--- src/rtl/float_mul_core.sv ---
// Sequential floating-point multiplier core: radix-2 shift-add significand product with an
// unnormalised, unrounded result. Define FLOAT_MUL_EARLY_EXIT_EN to skip CALC for special operands.
module float_mul_core #(
    parameter int EXP_WIDTH = 8,
    parameter int MAN_WIDTH = 23
) (
    input  logic                           clk,
    input  logic                           reset_n,
    input  logic                           in_valid,
    output logic                           in_ready,
    input  logic [EXP_WIDTH+MAN_WIDTH:0]   in_a,
    input  logic [EXP_WIDTH+MAN_WIDTH:0]   in_b,
    output logic                           out_valid,
    input  logic                           out_ready,
    output logic                           out_sign,
    output logic [EXP_WIDTH+1:0]           out_exp,
    output logic [MAN_WIDTH+2:0]           out_man,
    output logic                           out_nan,
    output logic                           out_inf
);

    localparam int FLOAT_WIDTH = 1 + EXP_WIDTH + MAN_WIDTH;
    localparam int SIG_W       = MAN_WIDTH + 1;
    localparam int PROD_W      = 2 * MAN_WIDTH + 2;
    localparam int CNT_W       = $clog2(MAN_WIDTH + 2);
    localparam int OEXP_W      = EXP_WIDTH + 2;
    localparam int BIAS        = 2 ** (EXP_WIDTH - 1) - 1;

    typedef enum logic [1:0] {IDLE, CALC, DONE} state_t;

    state_t              state_q, state_d;
    logic [CNT_W-1:0]    cnt_q, cnt_d;
    logic [SIG_W-1:0]    a_sig_q, a_sig_d;
    logic [PROD_W-1:0]   prod_q, prod_d;
    logic                sign_q, sign_d;
    logic [OEXP_W-1:0]   exp_q, exp_d;
    logic [MAN_WIDTH+2:0] man_q, man_d;
    logic                nan_q, nan_d;
    logic                inf_q, inf_d;

    // Operand unpacking and classification
    logic [EXP_WIDTH-1:0] exp_a, exp_b, eff_exp_a, eff_exp_b;
    logic [MAN_WIDTH-1:0] man_a, man_b;
    logic [SIG_W-1:0]     sig_a, sig_b;
    logic                 zero_a, zero_b, inf_a, inf_b, nan_a, nan_b;
    logic                 nan_in, inf_in, early_exit, accept, last_iter;
    logic [OEXP_W-1:0]    exp_sum;
    logic [SIG_W:0]       partial_sum;

    assign exp_a     = in_a[FLOAT_WIDTH-2 -: EXP_WIDTH];
    assign exp_b     = in_b[FLOAT_WIDTH-2 -: EXP_WIDTH];
    assign man_a     = in_a[MAN_WIDTH-1:0];
    assign man_b     = in_b[MAN_WIDTH-1:0];
    assign zero_a    = (exp_a == '0) && (man_a == '0);
    assign zero_b    = (exp_b == '0) && (man_b == '0);
    assign inf_a     = (exp_a == '1) && (man_a == '0);
    assign inf_b     = (exp_b == '1) && (man_b == '0);
    assign nan_a     = (exp_a == '1) && (man_a != '0);
    assign nan_b     = (exp_b == '1) && (man_b != '0);
    assign sig_a     = {exp_a != '0, man_a};
    assign sig_b     = {exp_b != '0, man_b};
    // Subnormals share the exponent of the smallest normal, just without the hidden bit.
    assign eff_exp_a = (exp_a == '0) ? EXP_WIDTH'(1) : exp_a;
    assign eff_exp_b = (exp_b == '0) ? EXP_WIDTH'(1) : exp_b;
    assign exp_sum   = OEXP_W'(eff_exp_a) + OEXP_W'(eff_exp_b) - OEXP_W'(BIAS);
    assign nan_in    = nan_a | nan_b | (inf_a & zero_b) | (inf_b & zero_a);
    assign inf_in    = ~nan_in & (inf_a | inf_b);

`ifdef FLOAT_MUL_EARLY_EXIT_EN
    assign early_exit = zero_a | zero_b | nan_a | nan_b | inf_a | inf_b;
`else
    assign early_exit = 1'b0;
`endif

    assign accept    = (state_q == IDLE) && in_valid;
    assign last_iter = (state_q == CALC) && (cnt_q == CNT_W'(MAN_WIDTH));

    // NOTE: state flops use non-blocking assignments so every flop samples pre-edge values.
    always_ff @(posedge clk or negedge reset_n) begin
        if (!reset_n) begin
            state_q <= IDLE;
            cnt_q   <= '0;
            a_sig_q <= '0;
            prod_q  <= '0;
            sign_q  <= 1'b0;
            exp_q   <= '0;
            man_q   <= '0;
            nan_q   <= 1'b0;
            inf_q   <= 1'b0;
        end else begin
            state_q <= state_d;
            cnt_q   <= cnt_d;
            a_sig_q <= a_sig_d;
            prod_q  <= prod_d;
            sign_q  <= sign_d;
            exp_q   <= exp_d;
            man_q   <= man_d;
            nan_q   <= nan_d;
            inf_q   <= inf_d;
        end
    end

    // NOTE: every always_comb output is given a default first so no latch can be inferred.
    always_comb begin
        state_d = state_q;
        case (state_q)
            IDLE:    if (in_valid) state_d = early_exit ? DONE : CALC;
            CALC:    if (last_iter) state_d = DONE;
            DONE:    if (out_ready) state_d = IDLE;
            default: state_d = IDLE;
        endcase
    end

    always_comb begin
        in_ready  = (state_q == IDLE);
        out_valid = (state_q == DONE);
    end

    always_comb begin
        cnt_d       = cnt_q;
        a_sig_d     = a_sig_q;
        prod_d      = prod_q;
        sign_d      = sign_q;
        exp_d       = exp_q;
        man_d       = man_q;
        nan_d       = nan_q;
        inf_d       = inf_q;
        partial_sum = {1'b0, prod_q[PROD_W-1:SIG_W]} + (prod_q[0] ? {1'b0, a_sig_q} : '0);
        if (accept) begin
            cnt_d   = '0;
            a_sig_d = sig_a;
            prod_d  = {{SIG_W{1'b0}}, sig_b};
            sign_d  = in_a[FLOAT_WIDTH-1] ^ in_b[FLOAT_WIDTH-1];
            exp_d   = (nan_in | inf_in) ? '0 : exp_sum;
            man_d   = '0;
            nan_d   = nan_in;
            inf_d   = inf_in;
        end else if (state_q == CALC) begin
            // Upper half accumulates the multiplicand while the multiplier shifts out the bottom.
            prod_d = {partial_sum, prod_q[MAN_WIDTH:1]};
            cnt_d  = last_iter ? '0 : cnt_q + CNT_W'(1);
            if (last_iter)
                man_d = (nan_q | inf_q) ? '0 : {1'b0, prod_d[PROD_W-1:MAN_WIDTH]};
        end
    end

    assign out_sign = sign_q;
    assign out_exp  = exp_q;
    assign out_man  = man_q;
    assign out_nan  = nan_q;
    assign out_inf  = inf_q;

endmodule

--- config.mk ---
export PLATFORM = sky130hd
export DESIGN_NAME = float_mul_core
export DESIGN_NICKNAME = d
export VERILOG_FILES = /design/src/rtl/float_mul_core.sv
export SDC_FILE = /design/constraint.sdc
export NUM_CORES = 1
export LEC_CHECK = 0
export CAP_MARGIN = 15
export CORE_MARGIN = 2
export CORE_UTILIZATION = 50
export CTS_BUF_LIST = sky130_fd_sc_hd__clkbuf_16
export CTS_CLUSTER_DIAMETER = 40
export DETAILED_ROUTE_END_ITERATION = 16
export HOLD_SLACK_MARGIN = 0.12
export PLACE_DENSITY_LB_ADDON = 0.15
export SLEW_MARGIN = 20
export SYNTH_ARGS = -nofsm -noshare
export SYNTH_HDL_FRONTEND = slang
export SYNTH_SLANG_ARGS = --single-unit
--- constraint.sdc ---
create_clock -name clk -period 3.3 [get_ports clk]
set_clock_uncertainty 0.05 [all_clocks]
set_input_delay 0.66 -clock clk [delete_from_list [all_inputs] [get_ports clk]]
set_output_delay 0.66 -clock clk [all_outputs]
set_load 0.1 [all_outputs]
# After elaboration in Yosys (flattened, before gate mapping)
# Cells that the tools add are included.
# classes
add_sub_neg	4
eq_ne	8
mul	0
div_mod_pow	0
muxes	17
shift	0
bitwise	11
reduce_logical	21
n_lt_le_gt_ge	0
# ops
cell	count
$mux W48	2
$mux W26	3
$logic_not A23 Y1	2
$reduce_bool A23 Y1	2
$add A24 B24 Y25	1
$mux W25	1
$mux W24	1
$eq A8 B8 Y1 const B	2
$logic_not A8 Y1	2
$mux W8	2
$reduce_bool A8 Y1	2
$mux W5	3
$mux W10	1
$sub A9 B7 Y10 const B	1
$add A8 B8 Y9	1
$logic_and A1 B1 Y1	8
$mux W2	3
$or A1 B1 Y1	6
$pmux W2 S3	1
$add A5 B1 Y5 const B	1
$eq A5 B5 Y1 const B	1
$ne A2 B2 Y1 const B	2
$reduce_bool A2 Y1	2
$and A1 B1 Y1	3
8 further kinds	8
# word_totals
reg_bits	118
latchBits	0
mem_bits_ro	0
ramBits	0
in_bits	68
mem_count	0

# Logic depth before layout (Yosys ltp)
# Gate-level depths: netlist (run 1).
# depth
ltp_word	9
ltp_mapped	14

# Least setup slack after synthesis (run 1)
# No wires, ideal clock.
# synth_path
path_type	reg2reg
startpoint	register state_q[0]
endpoint	register man_q[14] (netlist: out_man[14])
synth_period_minus_slack_ns	3.061
setup_ns	0.083
n_path_buf	2
path_stages_with_launch	8
required_time_ns	3.167
slack_ns	0.239
arrival_time_ns	2.928
cell_sequence	dfrtp_1 nor2_1 and2_1 buf_4 a21oi_2 or4_1 buf_2 o21ai_0
# synth_via
elab_chain_cells	4
# synth_lines
element	line_no	source
from (decl)	31	state_t state_q, state_d;
from (signal assigned)	91	state_q <= state_d;
$logic_not A2 Y1 (*)	--	
named net in_ready	10	output logic in_ready,
$logic_and A1 B1 Y1 (*)	75	assign accept = (state_q == IDLE) && in_valid;
$reduce_bool A2 Y1 (no source line)	--	
$reduce_and A2 Y1 (no source line)	--	
to (signal assigned)	97	man_q <= man_d;
to (decl)	37	logic [MAN_WIDTH+2:0] man_q, man_d;
# The timed path passes the listed nets; every way through them passes the cells marked *.
# A chain may end at the register's enable or synchronous reset.

# Worst setup path in the final report (run 1)
# layout_path
startpoint	register prod_q[0]
endpoint	register man_q[24] (netlist: out_man[24])
# layout_via
elab_chain_cells	6
# layout_lines
element	line_no	source
from (decl)	34	logic [PROD_W-1:0] prod_q, prod_d;
from (signal assigned)	94	prod_q <= prod_d;
$mux W24	128	partial_sum = {1'b0, prod_q[PROD_W-1:SIG_W]} + (prod_q[0] ? {1'b0, a_sig_q} : '0);
$add A24 B24 Y25	128	
$mux W25	143	man_d = (nan_q | inf_q) ? '0 : {1'b0, prod_d[PROD_W-1:MAN_WIDTH]};
$mux W26	142	if (last_iter)
$mux W26	138	end else if (state_q == CALC) begin
$mux W26	129	if (accept) begin
# Every way passes these cells. The select of a mux whose other input is x is not followed.

==> flow_summary_export.csv, run 1 <==
group,metric,value,unit
timing,grt_setup_unrepaired,"false",
detailed_routing,drc,0,
critical_path,path_class,"register to register",
logic_synthesis,synth_area_leaders,"dfrtp_1 45%, nand2_1 11%, ha_1 7.7%, o21ai_0 3.3%, a22oi_1 2.8%",
run,max_cap_viol_count,0,
logic_synthesis,synth.most_common_cell,"nand2_1",
logic_synthesis,synth_warnings,0,
timing,fin_crit_sh,91.1,%
grt,grt_use_met2,38.3,%
layout,post-route-cell-area,8380,um2
clocking,cts_buffers,17,
logic_synthesis,synth-compound-area-share,17.8,%
logic_synthesis,synth_edf_count,0,
logic_synthesis,synth.avg_cell_area,8.93,um2
logic_synthesis,yosysUniqueCellTypes,62,
layout,fin_util,66.1,%
clocking,clkSinkCount,117,
clocking,clk_latency,0.41,ns
critical_path,cp.arrival,3.25,ns
detailed_routing,first_pass_iters,7,
timing,clock.fmax,333,MHz
layout,area_delta_synth_final,28.8,%
clocking,cts_root_buf,"clkbuf_16",
logic_synthesis,yosysTopAreaCellShare,45.0,%
logic_synthesis,ys_async_sr_fraction,100,%
grt,gr-usage-met3,8.04,%
detailed_routing,vias_per_cell,5.49,
critical_path,crit_chain,"buf_4, and2_1, ha_1, a21oi_1, o21ai_0, a211oi_1, o31ai_1, a211oi_1, o21ai_1, a22o_1",
critical_path,crit_fanout,17,
floorplan,chipHeight,118,um
logic_synthesis,synth-xor-area-share,3.63,%
timing,hold_viol,0,
clocking,cts_resized,0,
timing,final-setup-viol-count,0,
floorplan,die_w,118,um
timing,drv_slew,0,
floorplan,initial_core_util,51.4,%
logic_synthesis,yosys.area_share.simple,21.5,%
pwr,power_density,1140,nW/um2
grt,grtUsageTotal,24.2,%
logic_synthesis,muxShareOfSynthArea,0.154,%
layout,nets,949,
grt,use_met1,30.9,%
detailed_routing,drt_wl_total,15900,um
timing,finalCriticalPeriod,3.01,ns
logic_synthesis,synth_fa_ha_area_share,8.30,%
layout,drive_gt1_share,13.4,%
worst_hold_path,worstHoldPathType,"input pin to asynchronous set/reset pin",
clocking,clockBufferDepth,2,
status,status,"finished, final reports clean",
grt,grt_max_degree,47,
grt,grt-busiest-layer,"met2",
logic_synthesis,synth_flop_cell,"dfrtp_1",
placement,gp_congestion,0.924,
floorplan,row_count,41,
detailed_routing,vias,5625,
layout,antenna_cells,0,
clocking,cts_max_level,4,
logic_synthesis,synth_top_family_by_area,"simple AND/OR/NAND/NOR gates",
pwr,report.power.total,9.59,mW
layout,multi_input_area,3370,um2
critical_path,cp-start-kind,"register",
pwr,ir_drop,0.548,mV
clocking,cts.reportedPaths.clkPinSlew,0.05,ns
logic_synthesis,synth_nets,839,
logic_synthesis,mappedNetlistArea,6510,um2
critical_path,slowest_delay,0.47,ns
placement,hpwl,12000,um
floorplan,die-area,13900,um2
grt,antenna_found_initial,0,
layout,ff_latch_area,2930,um2
clocking,post_cts_buffers,0,
placement,postPlaceCellArea,7770,um2
grt,grt_pass1_vias,5668,
critical_path,cp.required,3.55,ns
grt,grt_pass1_wl,27000,um
floorplan,io_pins,109,
logic_synthesis,yosys-top-cells-count,"184 x nand2_1, 117 x dfrtp_1, 43 x o21ai_0, 41 x nor2_1, 40 x ha_1",
detailed_routing,routedWlPerCell,15.6,um
critical_path,end_kind,"register",
clocking,cts-hold-fix-buffers,0,
critical_path,cp_slowest_cell,"dfrtp_1",
detailed_routing,drt-initial-drc-count,356,
grt,overflow,0,
timing,max_slew_margin,35.6,%
critical_path,cpMostUsedCell,"a211oi_1",
clocking,cts_tree,"yes",
floorplan,core,12700,um2
logic_synthesis,synth_cells,729,
placement,io_buffer_count,107,
logic_synthesis,synth-seq-cells,117,
pwr,p_leak,3.95,nW
detailed_routing,ant_nets,0,
logic_synthesis,yosys.area.top_type,"dfrtp_1",
timing,worst_pin_slew,0.966,ns
logic_synthesis,yosysSeqAreaShare,45.0,%
layout,fillerInstances,1051,
-- layer usage --
metal | part of all wire (%) | vias to the layer above
met5 | 0 | -
met2 | 47 | 174
met4 | 2.0 | 0
li1 | - | 2768
met3 | 7.1 | 22
met1 | 44 | 2661
-- placed cells by master, fill, tap and decap left out, drive strengths merged, types with 12 or more instances in the layout --
cell	instances
nor2	41
nand3	15
xor2	14
a22oi	24
buf	73
clkbuf	17
xnor2	13
inv	12
ha	40
dfrtp	117
o21ai	49
clkdlybuf4s50	66
a21oi	29
nand2	184
nor4	12
and2	24
a22o	15
-- cells by family (layout without fill, tap and decap cells) --
logic type               Yosys count  after routing
other                              1              1
flip-flops                       117            117
AO/OA/AOI/OAI                    168            168
XOR/XNOR                          27             27
multiplexers                       1              1
buffers and inverters             58            181
AND/OR/NAND/NOR                  315            315
adder cells (fa/ha/maj)           42             42
-- area by class of cell --
| type | instances | area share, % |
|---|---|---|
| Clock buffer | 17 | 5.08 |
| Sequential cell | 117 | 34.9 |
| Tap cell | 172 | 2.57 |
| Multi-Input combinational cell | 554 | 40.2 |
| Timing Repair Buffer | 139 | 14.6 |
| Clock inverter | 15 | 2.24 |
| Inverter | 10 | 0.448 |
-- worst max-delay path: cells and delay by family (launching register included) --
kind	cells	cell delay, ns
DFF	1	0.47
and+or+nand+nor	1	0.17
adders and majority gates	1	0.37
buffers and inverters	1	0.22
AOI/OAI and AO/OA	7	1.59
-- final timing paths --
| kind | from | end | slack [ns] | cells after the start |
|---|---|---|---|---|
| max | prod_q[0] | out_man[24] | 0.29 | 10 |
| min | reset_n | prod_q[46] | 0.19 | 1 |
| min in group clk | a_sig_q[19] | a_sig_q[19] | 0.42 | 2 |
| max in group asynchronous | reset_n | prod_q[1] | 2.12 | 2 |
| min reg2reg | a_sig_q[19] | a_sig_q[19] | 0.42 | 2 |
| max reg2reg | prod_q[0] | out_man[24] | 0.29 | 10 |
-- metrics by stage --
step | std cells | setup WS, ns | hold slack, ns | setup TNS [ns]
floorplan | 729 | 0.239 | 0.314 | 0
global placement | 992 | 0.0139 | 0.403 | 0
detailed placement | 992 | -0.0676 | 0.406 | -0.107
CTS | 1024 | 0.319 | 0.201 | 0
global route | 1024 | 0.0778 | 0.221 | 0
finish | 1024 | 0.293 | 0.189 | 0
-- state kept, by name (all words and copies together) (netlist names) --
name,count
out_exp,10
out_man,25
out_nan,1
prod_q,48
out_inf,1
state_q,2
cnt_q,5
out_sign,1
a_sig_q,24
-- report_power, final --
part	internal (mW)	switching [mW]	leakage [nW]
registers	2.13	0.397	1.46
clock network	1.25	0.648	0.288
logic	1.66	3.50	2.21
(Power assumes the default switching activity.)
==> inputs of run 2 (changes only) <==
- RECOVER_POWER: default -> 100
==> run 2 against run 1 <==
Effect of this change:
- the run now ends with capacitance limit, slew limit left
- critical path depth up 1
- via count down 0.53%
- hold slack better by 0.23 ns
- sequential share of layout area up 0.87 points
- highest routed layer unchanged
- cell count unchanged
- maximum frequency down 1.5%
- combinational power down 4.1%
==> flow_summary_export.csv, run 2 (synthesized netlist as in run 1, its figures left out) <==
group,metric,value,unit
grt,grt_max_degree,47,
critical_path,cp.arrival,3.32,ns
floorplan,initial_core_util,51.4,%
placement,dp.cells,992,
clocking,clockBufferDepth,2,
clocking,cts.reportedPaths.clkPinSlew,0.06,ns
run,max_cap_viol_count,2,
grt,overflow,0,
layout,largest_reg_flops,48,
grt,antenna_found_initial,0,
clocking,clk_latency,0.41,ns
detailed_routing,vias,5595,
timing,final-setup-viol-count,0,
pwr,seqPwrFrac,27.0,%
floorplan,die_w,118,um
pwr,p_sw,4.54,mW
clocking,clkSinkCount,117,
placement,gp_congestion,0.924,
timing,fin_crit_sh,92.5,%
timing,finalCriticalPeriod,3.05,ns
layout,final_cell_mix,"184 x nand2_1, 117 x dfrtp_1, 65 x clkdlybuf4s50_1, 47 x o21ai_0, 44 x clkbuf_1",
critical_path,cp.required,3.57,ns
pwr,power.internal,4.84,mW
critical_path,rr_startpoint,"prod_q[0]",
critical_path,crit_fanout,9,
floorplan,core,12700,um2
placement,post-place-ws,-0.0676,ns
detailed_routing,drt_wl_total,16100,um
floorplan,io_pins,109,
worst_hold_path,holdPathEnd,"a_sig_q[19]",
detailed_routing,drc,0,
clocking,cts_buffers,17,
critical_path,reg2regPathDepth,11,
detailed_routing,ant_nets,0,
worst_hold_path,worstHoldPathType,"register to register",
layout,area_delta_synth_final,25.6,%
layout,final_cells,1024,
pwr,switching_share,48.4,%
detailed_routing,first_pass_iters,5,
detailed_routing,drt-initial-drc-count,320,
clocking,cts_max_level,4,
clocking,cts_resized,0,
grt,grtUsageTotal,24.2,%
clocking,cts-hold-fix-buffers,0,
clocking,post_cts_buffers,0,
timing,worst_pin_slew,2.34,ns
timing,grt_setup_unrepaired,"false",
timing,fin_ws,0.248,ns
pwr,combPwrFrac,52.8,%
placement,hpwl,12000,um
floorplan,row_count,41,
worst_hold_path,hp-start,"a_sig_q[19]",
clocking,cts_root_buf,"clkbuf_16",
status,status,"finished, violations left",
grt,grt_pass1_wl,27000,um
timing,max_slew_margin,-55.8,%
layout,multi_input_area,3340,um2
clocking,cts_tree,"yes",
critical_path,path_class,"register to register",
detailed_routing,vias_per_cell,5.46,
layout,antenna_cells,0,
detailed_routing,routedWlPerCell,15.7,um
pwr,ir_drop,0.507,mV
critical_path,cp-start-kind,"register",
pwr,power_density,1150,nW/um2
pwr,p_leak,3.75,nW
critical_path,r2r-end,"prod_q[45]",
floorplan,die-area,13900,um2
timing,setup_tns,0,ns
layout,regMostFlops,"prod_q",
layout,ff_latch_area,2930,um2
timing,hold_viol,0,
critical_path,end_kind,"register",
layout,drive_gt1_share,7.75,%
placement,io_buffer_count,107,
grt,grt_pass1_vias,5668,
floorplan,chipHeight,118,um
status,violations,"capacitance limit, slew limit",
timing,clock.fmax,328,MHz
critical_path,r2r_slack,0.25,ns
pwr,clkPwrFrac,20.3,%
layout,nets,949,
timing,drv_slew,89,
layout,final_common_cell,"nand2_1",
layout,fillerInstances,1101,
worst_hold_path,hold_depth,2,
[run 2: changes by cell type in the layout (fill, tap and decap cells not counted), moves of 2 or more]
cell      change
buf_4        -49
o21ai_1       -2
o21ai_0       +4
clkbuf_1     +44
and2_1        -3
o21ai_2       -2
clkbuf_2      +4
and2_0        +4
[run 2: worst max-delay path by stage]
stage / start / end / slack [ns]
after floorplan: state_q[0] / out_man[14] / 0.24
after global placement: in_a[27] / out_exp[7] / 0.01
after detailed placement: in_b[27] / out_exp[7] / -0.07
after CTS: prod_q[0] / out_man[24] / 0.32
after global routing: in_a[25] / out_exp[7] / 0.05
final: prod_q[0] / prod_q[45] / 0.25
[run 2: power groups by stage]
stage          clock network, mW  registers (mW)  logic, mW
3_3_place_gp                   0            2.51       5.04
4_1_cts                     1.93            2.53       5.17
5_1_grt                     2.01            2.61       5.40
3_5_place_dp                   0            2.54       5.15
6_report                    1.90            2.53       4.95
2_1_floorplan                  0            3.85       2.59
[run 2: metal layers]
layer	global-route usage, %	up-vias	wire length (um)
met5	0	-	0
met1	30.9	2657	7250
li1	-	2761	-
met3	8.04	24	1030
met4	9.11	0	349
met2	38.3	153	7430
[run 2: layout make-up]
class,instances,share of cell area [%]
timing repair buffer,139,12.8
inverter,10,0.459
clock buffer,17,5.20
clock inverter,15,2.29
multi-input combinational,554,40.8
tap,172,2.63
sequential,117,35.8
[run 2: worst max-delay path: stages (launching register included)]
cell       delay, ns
dfrtp_1         0.49
and2_0          0.23
ha_1            0.22
inv_1           0.06
fa_1            0.39
nor2b_1         0.26
o31ai_4         0.11
a211oi_2        0.28
o41ai_2         0.16
o21ai_0         0.22
xor2_1          0.32
o2bb2ai_1       0.15
[run 2: through the flow]
stage | hold slack, ns | utilization (%) | cell area (um2) | total power [mW]
6_report | 0.421 | 64.6 | 8180 | 9.38
5_1_grt | 0.444 | 64.6 | 8180 | 10.0
4_1_cts | 0.201 | 66.1 | 8380 | 9.63
3_5_place_dp | 0.406 | 61.3 | 7770 | 7.69
3_3_place_gp | 0.403 | 61.3 | 7770 | 7.55
2_1_floorplan | 0.314 | - | 6510 | 6.43
==> inputs of run 3 (changes only) <==
- CORE_UTILIZATION: 50 -> 49
- SLEW_MARGIN: 20 -> default
- clock period: 3.3 -> 2.46 ns (I/O delays scaled with it)
==> run 3 against run 2 <==
Effect of this change:
- sequential cell count unchanged
- global-route usage increased by 4.5 points
- largest power group unchanged
- highest routed layer unchanged
- critical path type unchanged
- the flow finishes with violations (setup timing)
- register-to-register slack got worse by 0.58 ns
- worst setup slack got worse by 0.58 ns
==> flow_summary_export.csv, run 3 (synthesized netlist as in run 1, its figures left out) <==
group,metric,value,unit
status,status,"finished, violations left",
status,violations,"setup timing",
timing,worst_pin_slew,1.06,ns
critical_path,cp.required,2.72,ns
pwr,seqPwrFrac,22.6,%
detailed_routing,vias_per_cell,5.69,
pwr,power_density,1590,nW/um2
layout,final_cell_mix,"180 x nand2_1, 124 x buf_4, 116 x dfrtp_1, 51 x clkbuf_2, 50 x clkdlybuf4s50_1",
placement,hpwl,13400,um
worst_hold_path,hp-start,"a_sig_q[11]",
clocking,cts_max_level,4,
critical_path,path_class,"register to register",
clocking,cts_buffers,17,
timing,grt_setup_unrepaired,"true",
timing,setup_tns,-5.29,ns
floorplan,row_count,42,
layout,nets,1051,
critical_path,crit_path_end,"out_man[22]",
pwr,combPwrFrac,61.4,%
grt,grt_pass1_vias,6530,
critical_path,cp.arrival,3.06,ns
pwr,switching_share,47.8,%
placement,dp.cells,1066,
grt,grt_max_degree,47,
timing,whs,0.418,ns
pwr,report.power.total,15.6,mW
detailed_routing,vias,6428,
timing,finalCriticalPeriod,2.80,ns
timing,clock.fmax,358,MHz
floorplan,die-area,14200,um2
floorplan,initial_core_util,49.8,%
pwr,clkPwrFrac,15.9,%
critical_path,crit_cells,12,
detailed_routing,drt-initial-drc-count,533,
grt,grtUsageTotal,28.7,%
critical_path,startpoint,"prod_q[0]",
critical_path,crit_family,"compound AO/OA/AOI/OAI gates",
placement,gp_congestion,0.908,
timing,fin_crit_sh,114,%
clocking,clkSinkCount,117,
critical_path,crit_fanout,8,
timing,fin_ws,-0.336,ns
layout,largest_reg_flops,48,
timing,max_slew_margin,29.2,%
critical_path,crit_chain,"and2_4, ha_4, inv_2, fa_2, nor2b_4, o31ai_4, a211oi_4, o41ai_4, buf_4, o21ai_4, xor2_2, a22o_1",
layout,post-route-cell-area,9800,um2
critical_path,crit_buf_inv,2,
layout,final_cells,1130,
pwr,power.internal,8.13,mW
grt,antenna_found_initial,0,
clocking,cts_tree,"yes",
timing,hold_viol,0,
run,max_cap_viol_count,0,
layout,final_common_cell,"nand2_1",
worst_hold_path,worstHoldPathType,"register to register",
floorplan,die_w,119,um
grt,overflow,0,
layout,fin_util,74.9,%
pwr,p_leak,4.55,nW
clocking,cts.reportedPaths.clkPinSlew,0.06,ns
critical_path,r2r-end,"out_man[22]",
placement,postPlaceCellArea,8400,um2
floorplan,io_pins,109,
grt,grt_pass1_wl,32100,um
detailed_routing,first_pass_iters,5,
layout,drive_gt1_share,35.0,%
detailed_routing,drc,0,
clocking,clockBufferDepth,2,
layout,regMostFlops,"prod_q",
critical_path,end_kind,"register",
critical_path,reg2regPathDepth,12,
floorplan,core,13100,um2
critical_path,slowest_delay,0.48,ns
layout,area_delta_synth_final,50.5,%
placement,io_buffer_count,107,
detailed_routing,routedWlPerCell,18.5,um
clocking,clk_latency,0.43,ns
critical_path,rr_startpoint,"prod_q[0]",
detailed_routing,drt_wl_total,21000,um
timing,final-setup-viol-count,27,
critical_path,cp-start-kind,"register",
placement,post-place-ws,-0.736,ns
timing,drv_slew,0,
layout,antenna_cells,0,
pwr,p_sw,7.44,mW
detailed_routing,ant_nets,0,
floorplan,chipHeight,119,um
pwr,ir_drop,0.770,mV
critical_path,r2r_slack,-0.34,ns
clocking,cts_root_buf,"clkbuf_16",
critical_path,cp_slowest_cell,"dfrtp_2",
run 3: changes by cell type in the layout (fill, tap and decap cells not counted), moves of 8 or more:
cell and delta:
and2_4 +8, ha_4 +24, a21oi_1 -13, o21ai_1 +15, ha_1 -24, clkbuf_2 +47
clkbuf_1 -41, o21ai_0 -27, a21oi_2 +11, buf_4 +101, clkdlybuf4s50_1 -15, o21ai_2 +10
run 3: worst min path at each step:
stage	end	slack, ns	cells after the start
2_1_floorplan	a_sig_q[0]	0.15	0
3_3_place_gp	a_sig_q[8]	0.40	2
3_5_place_dp	a_sig_q[3]	0.41	2
4_1_cts	a_sig_q[16]	0.42	2
5_1_grt	a_sig_q[16]	0.44	2
6_report	a_sig_q[11]	0.42	2
run 3: timing repair:
| item | in CTS | in global routing |
|---|---|---|
| pin swaps | 43 | 51 |
| buffers inserted | 24 | 9 |
| endpoints found under the setup margin | 39 | 38 |
| gates resized for setup | 104 | 89 |
| gates cloned | 1 | 0 |
| endpoints found under the hold margin | 35 | 0 |
| hold buffers | 1 | 0 |
run 3: per-layer routing:
layer | track usage, % | vias to the layer above | share of wire, %
met3 | 7.61 | 69 | 6.4
met5 | 0 | - | 0
met4 | 11.9 | 0 | 3.6
li1 | - | 2970 | -
met1 | 34.5 | 3131 | 40
met2 | 48.8 | 258 | 50
run 3: layout make-up:
type                    count  area [um2]
well taps                 176         220
flip-flops and latches    117        2930
inverters                  10        37.5
fillers                   927        3290
multi-input cells         554        4180
clock inverters            15         164
clock buffers              17         425
repair buffers            241        1840
run 3: power by group through the flow:
stage               Combinational, mW  Sequential (mW)  Clock [mW]
finish                           9.57             3.53        2.48
global route                     10.2             3.63        2.61
CTS                              8.68             3.49        2.50
detailed placement               7.78             3.43           0
global placement                 7.59             3.39           0
floorplan                        3.54             5.17           0
run 3: worst min-delay path: cells and delay by family (launching register included):
| kind | cells | cell delay [ns] |
|---|---|---|
| flip-flops | 1 | 0.33 |
| AND/OR/NAND/NOR | 2 | 0.10 |
